File: config.mk
export PLATFORM = sky130hd
export DESIGN_NAME = seg_scan_ctrl
export DESIGN_NICKNAME = d
export VERILOG_FILES = /design/src/rtl/seg_scan_ctrl.sv
export SDC_FILE = /design/constraint.sdc
export NUM_CORES = 1
export LEC_CHECK = 0
export ABC_AREA = 1
export BUFFER_PORTS_ARGS = -buffer_cell sky130_fd_sc_hd__clkbuf_2
export CORE_ASPECT_RATIO = 0.75
export CORE_MARGIN = 3
export CORE_UTILIZATION = 32
export CTS_BUF_LIST = sky130_fd_sc_hd__clkbuf_16
export DETAILED_ROUTE_END_ITERATION = 8
export GPL_TIMING_DRIVEN = 0
export SLEW_MARGIN = 20
export SYNTH_ARGS = -nofsm -noshare
export SYNTH_HDL_FRONTEND = slang
export SYNTH_SLANG_ARGS = --single-unit
File: constraint.sdc
create_clock -name clk -period 1.6 [get_ports clk]
set_clock_uncertainty 0.2 [all_clocks]
set_input_delay 0.16 -clock clk [delete_from_list [all_inputs] [get_ports clk]]
set_output_delay 0.16 -clock clk [all_outputs]
set_load 0.005 [all_outputs]
File: src/rtl/seg_scan_ctrl.sv
// Avalon-MM six-digit multiplexed 7-segment scan controller with dead-time blanking.
// Optional leading-zero blanking via `define SEG_LEADING_ZERO_BLANK_EN (CTRL[1]).
module seg_scan_ctrl #(
  parameter int unsigned CLK_FREQ  = 50000000,
  parameter int unsigned SCAN_HZ   = 1000,
  parameter int unsigned BLANK_CYC = 16
) (
  input  logic        clk,
  input  logic        rst,
  input  logic [2:0]  avl_address,
  input  logic        avl_write,
  input  logic [31:0] avl_writedata,
  input  logic        avl_read,
  output logic [31:0] avl_readdata,
  output logic [5:0]  sel,
  output logic [7:0]  seg_led
);

  localparam int unsigned DWELL_CYC = CLK_FREQ / SCAN_HZ;
  localparam int unsigned SHOW_CYC  = DWELL_CYC - BLANK_CYC;
  localparam int unsigned CNT_W     = (DWELL_CYC > 1) ? $clog2(DWELL_CYC) : 1;
  localparam logic [CNT_W-1:0] BLANK_LAST = CNT_W'(BLANK_CYC - 1);
  localparam logic [CNT_W-1:0] SHOW_LAST  = CNT_W'(SHOW_CYC - 1);

  typedef enum logic [1:0] {S_IDLE, S_BLANK, S_SHOW} state_t;

  state_t           r_state, w_state_nxt;
  logic [2:0]       r_idx, w_idx_nxt;
  logic [CNT_W-1:0] r_cnt, w_cnt_nxt;
  logic             w_snap_ld;
  logic [23:0]      r_data;
  logic             r_en;
  logic [5:0]       r_dp, r_den;
  logic [3:0]       r_snap_nib;
  logic             r_snap_dp, r_snap_den, r_snap_blank;
  logic [5:0]       w_sel_nxt;
  logic [7:0]       w_seg_nxt;
  logic [31:0]      w_rdata_nxt;
  logic [3:0]       w_nib;
  logic             w_dp_bit, w_den_bit, w_lzb_blank;
  logic [31:0]      w_ctrl_rd;
  logic             w_unused_wdata;

  assign w_unused_wdata = ^avl_writedata[31:24];

  function automatic logic [6:0] seg_enc(input logic [3:0] n);
    case (n)
      4'h0: seg_enc = 7'h40;  4'h1: seg_enc = 7'h79;
      4'h2: seg_enc = 7'h24;  4'h3: seg_enc = 7'h30;
      4'h4: seg_enc = 7'h19;  4'h5: seg_enc = 7'h12;
      4'h6: seg_enc = 7'h02;  4'h7: seg_enc = 7'h78;
      4'h8: seg_enc = 7'h00;  4'h9: seg_enc = 7'h10;
      4'hA: seg_enc = 7'h08;  4'hB: seg_enc = 7'h03;
      4'hC: seg_enc = 7'h46;  4'hD: seg_enc = 7'h21;
      4'hE: seg_enc = 7'h06;  default: seg_enc = 7'h0E;
    endcase
  endfunction

  assign w_nib     = 4'(r_data >> {r_idx, 2'b00});
  assign w_dp_bit  = 1'(r_dp >> r_idx);
  assign w_den_bit = 1'(r_den >> r_idx);

`ifdef SEG_LEADING_ZERO_BLANK_EN
  logic r_lzb;
  // Digit idx is a leading zero when it and every higher nibble are zero.
  assign w_lzb_blank = r_lzb && (r_idx != 3'd0) && ((r_data >> {r_idx, 2'b00}) == 24'd0);
  assign w_ctrl_rd   = {30'd0, r_lzb, r_en};
`else
  assign w_lzb_blank = 1'b0;
  assign w_ctrl_rd   = {31'd0, r_en};
`endif

  // Next-state and next-output logic; outputs follow the current state one cycle later.
  always_comb begin
    w_state_nxt = r_state;
    w_idx_nxt   = r_idx;
    w_cnt_nxt   = r_cnt;
    w_snap_ld   = 1'b0;
    w_sel_nxt   = 6'h3F;
    w_seg_nxt   = 8'hFF;
    case (r_state)
      S_IDLE: begin
        if (r_en) begin
          w_state_nxt = S_BLANK;
          w_idx_nxt   = 3'd0;
          w_cnt_nxt   = '0;
        end
      end
      S_BLANK: begin
        if (r_cnt == BLANK_LAST) begin
          w_state_nxt = S_SHOW;
          w_cnt_nxt   = '0;
          w_snap_ld   = 1'b1;
        end else begin
          w_cnt_nxt = r_cnt + CNT_W'(1);
        end
      end
      S_SHOW: begin
        if (!r_snap_blank) begin
          if (r_snap_den) w_sel_nxt = ~(6'b1 << r_idx);
          w_seg_nxt = {~r_snap_dp, seg_enc(r_snap_nib)};
        end
        if (r_cnt == SHOW_LAST) begin
          w_state_nxt = S_BLANK;
          w_cnt_nxt   = '0;
          w_idx_nxt   = (r_idx == 3'd5) ? 3'd0 : r_idx + 3'd1;
        end else begin
          w_cnt_nxt = r_cnt + CNT_W'(1);
        end
      end
      default: w_state_nxt = S_IDLE;
    endcase
    if (!r_en) begin
      w_state_nxt = S_IDLE;
      w_idx_nxt   = 3'd0;
      w_cnt_nxt   = '0;
      w_snap_ld   = 1'b0;
    end
  end

  always_comb begin
    case (avl_address)
      3'd0:    w_rdata_nxt = {8'd0, r_data};
      3'd1:    w_rdata_nxt = w_ctrl_rd;
      3'd2:    w_rdata_nxt = {26'd0, r_dp};
      3'd3:    w_rdata_nxt = {26'd0, r_den};
      3'd4:    w_rdata_nxt = {23'd0, (r_state != S_IDLE), 5'd0, r_idx};
      default: w_rdata_nxt = 32'd0;
    endcase
  end

  // Scan state, snapshot and display output registers.
  always_ff @(posedge clk) begin
    if (rst) begin
      r_state      <= S_IDLE;
      r_idx        <= 3'd0;
      r_cnt        <= '0;
      r_snap_nib   <= 4'd0;
      r_snap_dp    <= 1'b0;
      r_snap_den   <= 1'b0;
      r_snap_blank <= 1'b0;
      sel          <= 6'h3F;
      seg_led      <= 8'hFF;
    end else begin
      r_state <= w_state_nxt;
      r_idx   <= w_idx_nxt;
      r_cnt   <= w_cnt_nxt;
      sel     <= w_sel_nxt;
      seg_led <= w_seg_nxt;
      if (w_snap_ld) begin
        r_snap_nib   <= w_nib;
        r_snap_dp    <= w_dp_bit;
        r_snap_den   <= w_den_bit;
        r_snap_blank <= w_lzb_blank;
      end
    end
  end

  // Register file and read port.
  always_ff @(posedge clk) begin
    if (rst) begin
      r_data       <= 24'd0;
      r_en         <= 1'b0;
      r_dp         <= 6'd0;
      r_den        <= 6'h3F;
      avl_readdata <= 32'd0;
`ifdef SEG_LEADING_ZERO_BLANK_EN
      r_lzb        <= 1'b0;
`endif
    end else begin
      if (avl_read) avl_readdata <= w_rdata_nxt;
      if (avl_write) begin
        case (avl_address)
          3'd0: r_data <= avl_writedata[23:0];
          3'd1: begin
            r_en <= avl_writedata[0];
`ifdef SEG_LEADING_ZERO_BLANK_EN
            r_lzb <= avl_writedata[1];
`endif
          end
          3'd2: r_dp  <= avl_writedata[5:0];
          3'd3: r_den <= avl_writedata[5:0];
          default: ;
        endcase
      end
    end
  end

endmodule
==> After elaboration in Yosys (flattened, before gate mapping) <==
Memory sizes are Yosys's and may differ from the RTL's. A register that Yosys moved wholly into a read port is not among the register bits.
Cells that the tools add are included.
{ "word_totals": {"register_bits": 110, "rom_bits": 112, "inputBits": 39, "out_inout_bits": 46, "memories": 1} }
{ "memory_table": {"columns": ["memory", "depth", "word_bits", "read_ports", "rd_clocked_by_memory_dff", "write_ports", "line", "source"], "rows": [
  ["(no name shown)", 16, 7, 1, 1, 0, "47", "case (n)"]
]} }
{ "op_classes": {"n_addsub": 2, "eq_ne": 11, "shift": 4, "n_mux": 13, "bitwise_logic": 5, "n_reduce_logical": 14} }
{ "op_table": {"columns": ["op", "n"], "rows": [
  ["case mux 24 bit (5 select lines)", 1],
  ["case mux 16 bit (3 select lines)", 1],
  ["2-to-1 mux 16 bit", 2],
  [">> shifter 24 x 5 -> 4 bit", 1],
  ["adder 16 x 1 -> 16 bit, second input constant", 1],
  ["equality test 16 bit, second input constant", 1],
  ["equality test 16 x 4 -> 1 bit, second input constant", 1],
  ["AND reduction 2 bit", 6],
  [">> shifter 6 x 3 -> 1 bit", 2],
  ["equality test 3 x 2 -> 1 bit, second input constant", 2],
  ["equality test 3 bit, second input constant", 2],
  ["2-to-1 mux 3 bit", 2],
  ["inverter 6 bit", 1],
  ["case mux 2 bit (3 select lines)", 1],
  ["case mux 3 bit (2 select lines)", 1],
  ["left shift 1 x 3 -> 6 bit, first input constant", 1],
  ["2-to-1 mux 2 bit", 2],
  ["!= test 2 bit, second input constant", 2],
  ["inverter 1 bit", 4],
  ["nonzero test 2 bit", 2],
  ["OR reduction 2 bit", 2],
  ["adder 3 x 1 -> 3 bit, second input constant", 1],
  ["equality test 3 x 1 -> 1 bit, second input constant", 1],
  ["zero test 3 bit", 1],
  ["6 further kinds", 8]
]} }

==> Depth between registers and ports, before layout <==
{ "depth": {"word_depth": 4, "depth_mapped": 11, "ltp_nobuf": 10} }

==> Worst setup path before layout <==
Ideal clock, no wire load.
{ "synth_timing": {"path_kind": "flip-flop to flip-flop", "from": "reg r_state[0]", "to": "reg r_cnt[8]", "arrival_ns": 1.294, "slack_ns": -0.027, "path_stages_with_launch": 9, "path_buffers": 2, "synth_period_minus_slack_ns": 1.627, "cell_sequence": "dfxtp_1 > ha_1 > clkbuf_1 > inv_1 > nand2_1 > inv_1 > buf_2 > nand3b_1 > a21oi_1"} }
{ "synth_between": {"elab_chain_len": 2} }
{ "synth_rtl": {"columns": ["element", "line", "source"], "rows": [
  ["from (decl)", "27", "state_t r_state, w_state_nxt;"],
  ["from (signal assigned)", "145", "r_state <= w_state_nxt;"],
  ["equality test 2 bit, or another cell as far along", "81", "case (r_state)"],
  ["case mux 16 bit (3 select lines) or nonzero test 3 bit (tied branches)", null, null],
  ["to (signal assigned)", "147", "r_cnt <= w_cnt_nxt;"],
  ["to (decl)", "29", "logic [CNT_W-1:0] r_cnt, w_cnt_nxt;"]
]} }
Several ways; a longest one is shown, not always the timed one.
A chain may end at the register's enable or synchronous reset.

==> Worst setup path in the final report <==
{ "layout_timing": {"from": "reg r_cnt[1]", "to": "reg r_snap_nib[0]"} }
{ "layout_between": {"elab_chain_len": 4} }
{ "layout_rtl": {"columns": ["element", "line", "source"], "rows": [
  ["equality test 16 x 4 -> 1 bit", "90", "if (r_cnt == BLANK_LAST) begin"],
  ["2-to-1 mux 1 bit", "90", null],
  ["2-to-1 mux 1 bit", "81", null],
  ["2-to-1 mux 1 bit", "113", "if (!r_en) begin"],
  ["to (signal assigned)", "151", "r_snap_nib <= w_nib;"],
  ["to (decl)", "34", "logic [3:0] r_snap_nib;"]
]} }
No other way between the ends.

==> flow_metrics.env <==
export IMPL_post_place_cells=940
export IMPL_gp_congestion=0.878
export IMPL_h_tree_depth=3
export IMPL_fin_crit_ns=1.72
export IMPL_power_density_mw_per_mm2=786
export IMPL_final_nets=841
export IMPL_cts_buffer_depth=2
export IMPL_synthTopCellsByArea="dfxtp_1, nand2_1, a21oi_1, o21ai_0, inv_1"
export IMPL_cts_sinks=102
export IMPL_ys_ff_latch=102
export IMPL_final_area_mm2=0.00657
export IMPL_path_max_fanout=5
export IMPL_via_count=4867
export IMPL_dpl_worst_slack_ns=-0.330
export IMPL_yosysTopAreaCellShare=0.421
export IMPL_gr_usage_met2=0.235
export IMPL_grt_use_met3=0.0323
export IMPL_antenna_found_initial=0
export IMPL_critical_path_class="flip-flop to flip-flop"
export IMPL_final_cells=994
export IMPL_clk_root_buffer_cell="clkbuf_16"
export IMPL_drt_total_wl_mm=14.0
export IMPL_place_area_mm2=0.00547
export IMPL_finalHoldViolCount=0
export IMPL_viasPerCell=4.90
export IMPL_grt_max_degree=19
export IMPL_synthDistinctLibCells=39
export IMPL_cp_slowest_cell="dfxtp_4"
export IMPL_antenna_left=0
export IMPL_rows=38
export IMPL_peakVddDrop_v=0.000519
export IMPL_cts_tree="done"
export IMPL_async_flop_share=0
export IMPL_status="complete, but fails checks"
export IMPL_worstPathRequired_ns=1.63
export IMPL_hpwl_mm=9.92
export IMPL_setup_ws_ns=-0.121
export IMPL_synth_edff_count=0
export IMPL_yosysTopAreaCell="dfxtp_1"
export IMPL_endpoint_kind="flip-flop"
export IMPL_n_antenna_cell=0
export IMPL_synth_area_mm2=0.00485
export IMPL_worst_slew_pin_slew_ns=0.566
export IMPL_yosysMostFrequentCell="nand2_1"
export IMPL_slowest_delay_ns=0.36
export IMPL_port_buffer_count=67
export IMPL_cts_buffers=9
export IMPL_yosysWarnings=0
export IMPL_wl_per_cell_um=14.1
export IMPL_die_y_um=113
export IMPL_setup_worst_path_start_class="flip-flop"
export IMPL_top_usage_layer="met1"
export IMPL_slew_headroom=0.623
export IMPL_io_pins=85
export IMPL_synth_main_ff_cell="dfxtp_1"
export IMPL_leakagePower_nw=2.58
export IMPL_drv_cap=0
export IMPL_core_area_mm2=0.0146
export IMPL_synth_commonest_cells="nand2_1, dfxtp_1, a21oi_1"
export IMPL_worstPathArrival_ns=1.75
export IMPL_syn2layout_area_growth_pct=35.4
export IMPL_grt_remaining_overflow=0
export IMPL_cts_clk_slew_worst_paths_ns=0.07
export IMPL_fmax_mhz=581
export IMPL_violations="setup timing"
export IMPL_drive_gt1_frac=0.296
export IMPL_synth_avg_cell_area_um2=7.28
export IMPL_yosysSeqAreaShare=0.421
export IMPL_clkLatencyLatePin_ns=0.35
export IMPL_initial_core_util=0.331
export IMPL_grt_total_usage=0.165
export IMPL_syn_inst=666
export IMPL_min_path_type="input port to flip-flop"
export IMPL_drtIter0Drc=337
export IMPL_grt_util_met1=0.258
export IMPL_drc=0
export IMPL_drtPass1Iterations=5
export IMPL_finalCritPeriodShare=1.08
export IMPL_grt_pass1_wl_mm=22.2
export IMPL_grt_setup_unrepaired="yes"
export IMPL_finalSetupViolations=26
export IMPL_drv_slew=0
export IMPL_die_area_mm2=0.0167
export IMPL_crit_chain="ha_4 > nand3_4 > nor2_4 > nand4_1 > buf_6 > nor2_2 > a21oi_2"
export IMPL_first_global_vias=4329
export IMPL_die_x_um=148
state kept, by name (all words and copies together) (netlist names), 3 cells and up:
name          count
r_idx             3
seg_led           8
r_data           24
r_dp              6
r_snap_nib        4
r_cnt            16
avl_readdata     24
r_den             6
sel               6
power breakdown:
| part | leakage [nW] | internal [mW] | switching, mW | total, mW |
|---|---|---|---|---|
| registers | 0.840 | 2.59 | 0.0281 | 2.62 |
| clock network | 0.133 | 1.08 | 1.05 | 2.13 |
| logic | 1.61 | 0.179 | 0.234 | 0.413 |
repair_timing:
item,in CTS,in global routing
hold endpoints to repair,39,0
pin swaps,12,16
gates cloned,3,0
gates resized for setup,63,77
setup buffers,9,1
hold buffers,26,0
setup endpoints to repair,41,34
placed cells by master (no fill, tap or decap), drive strengths merged:
cell type	Yosys	routed
a211oi	1	1
a21oi	85	85
a22oi	1	1
a31oi	1	1
buf	21	35
clkbuf	17	91
clkinv	3	5
clkinvlp	0	3
conb	1	8
dfxtp	102	102
dlygate4sd3	0	26
ha	13	13
inv	77	79
nand2	133	133
nand3	26	26
nand3b	6	6
nand4	6	6
nor2	58	58
nor3	3	3
o2111ai	2	2
o211ai	2	2
o21ai	73	73
o21bai	2	2
o221ai	3	3
o22ai	23	23
o311a	1	1
o311ai	2	2
xnor2	1	1
xor2	3	3
metal layers:
metal  part of all wire  up-vias
met5                  0        -
met4             0.0062        0
met3              0.061        8
met2               0.41      142
met1               0.52     2272
li1                   -     2445
through the flow:
stage / setup TNS, ns / hold slack, ns / power, mW / utilization
floorplan: 0 / 0.0863 / 2.88 / -
global placement: -7.94 / 0.226 / 3.02 / 0.373
detailed placement: -8.08 / 0.224 / 3.02 / 0.373
CTS: -0.458 / 0.0224 / 5.20 / 0.431
global route: -3.26 / 0.0553 / 5.37 / 0.448
finish: -1.52 / 0.0312 / 5.16 / 0.448
worst paths after layout:
| kind | startpoint | endpoint | slack (ns) | cells past startpoint |
|---|---|---|---|---|
| worst min register to register | r_snap_dp | seg_led[7] | 0.25 | 1 |
| worst min-delay path | avl_address[0] | r_en | 0.03 | 3 |
| worst max register to register | r_cnt[1] | r_snap_nib[0] | -0.12 | 7 |
| worst max-delay path | r_cnt[1] | r_snap_nib[0] | -0.12 | 7 |
area by class of cell:
| cell class | count | area, um^2 |
|---|---|---|
| inverters | 80 | 318 |
| clock buffers | 9 | 225 |
| fillers | 1479 | 8080 |
| repair buffers | 106 | 741 |
| clock inverters | 7 | 58.8 |
| multi-input cells | 453 | 2660 |
| well taps | 200 | 250 |
| flip-flops and latches | 102 | 2080 |
| plain buffers | 37 | 239 |
cell families after synthesis:
family | count (synthesis) | share of synthesized area
xor gates and xnor gates | 4 | 0.00723
and+or+nand+nor | 232 | 0.212
DFF | 102 | 0.421
AOI/OAI and AO/OA | 196 | 0.219
other | 1 | 0.000773
adders and majority gates | 13 | 0.0335
buffers and inverters | 118 | 0.106
critical path: cells and delay by family, from the launching register on:
kind            cells  cell delay [ns]
compound gates      1             0.07
fa+ha+maj           1             0.16
buf+inv             1             0.22
flops               1             0.36
simple gates        4             0.60
No activity file was read; power rests on OpenSTA's default activity.
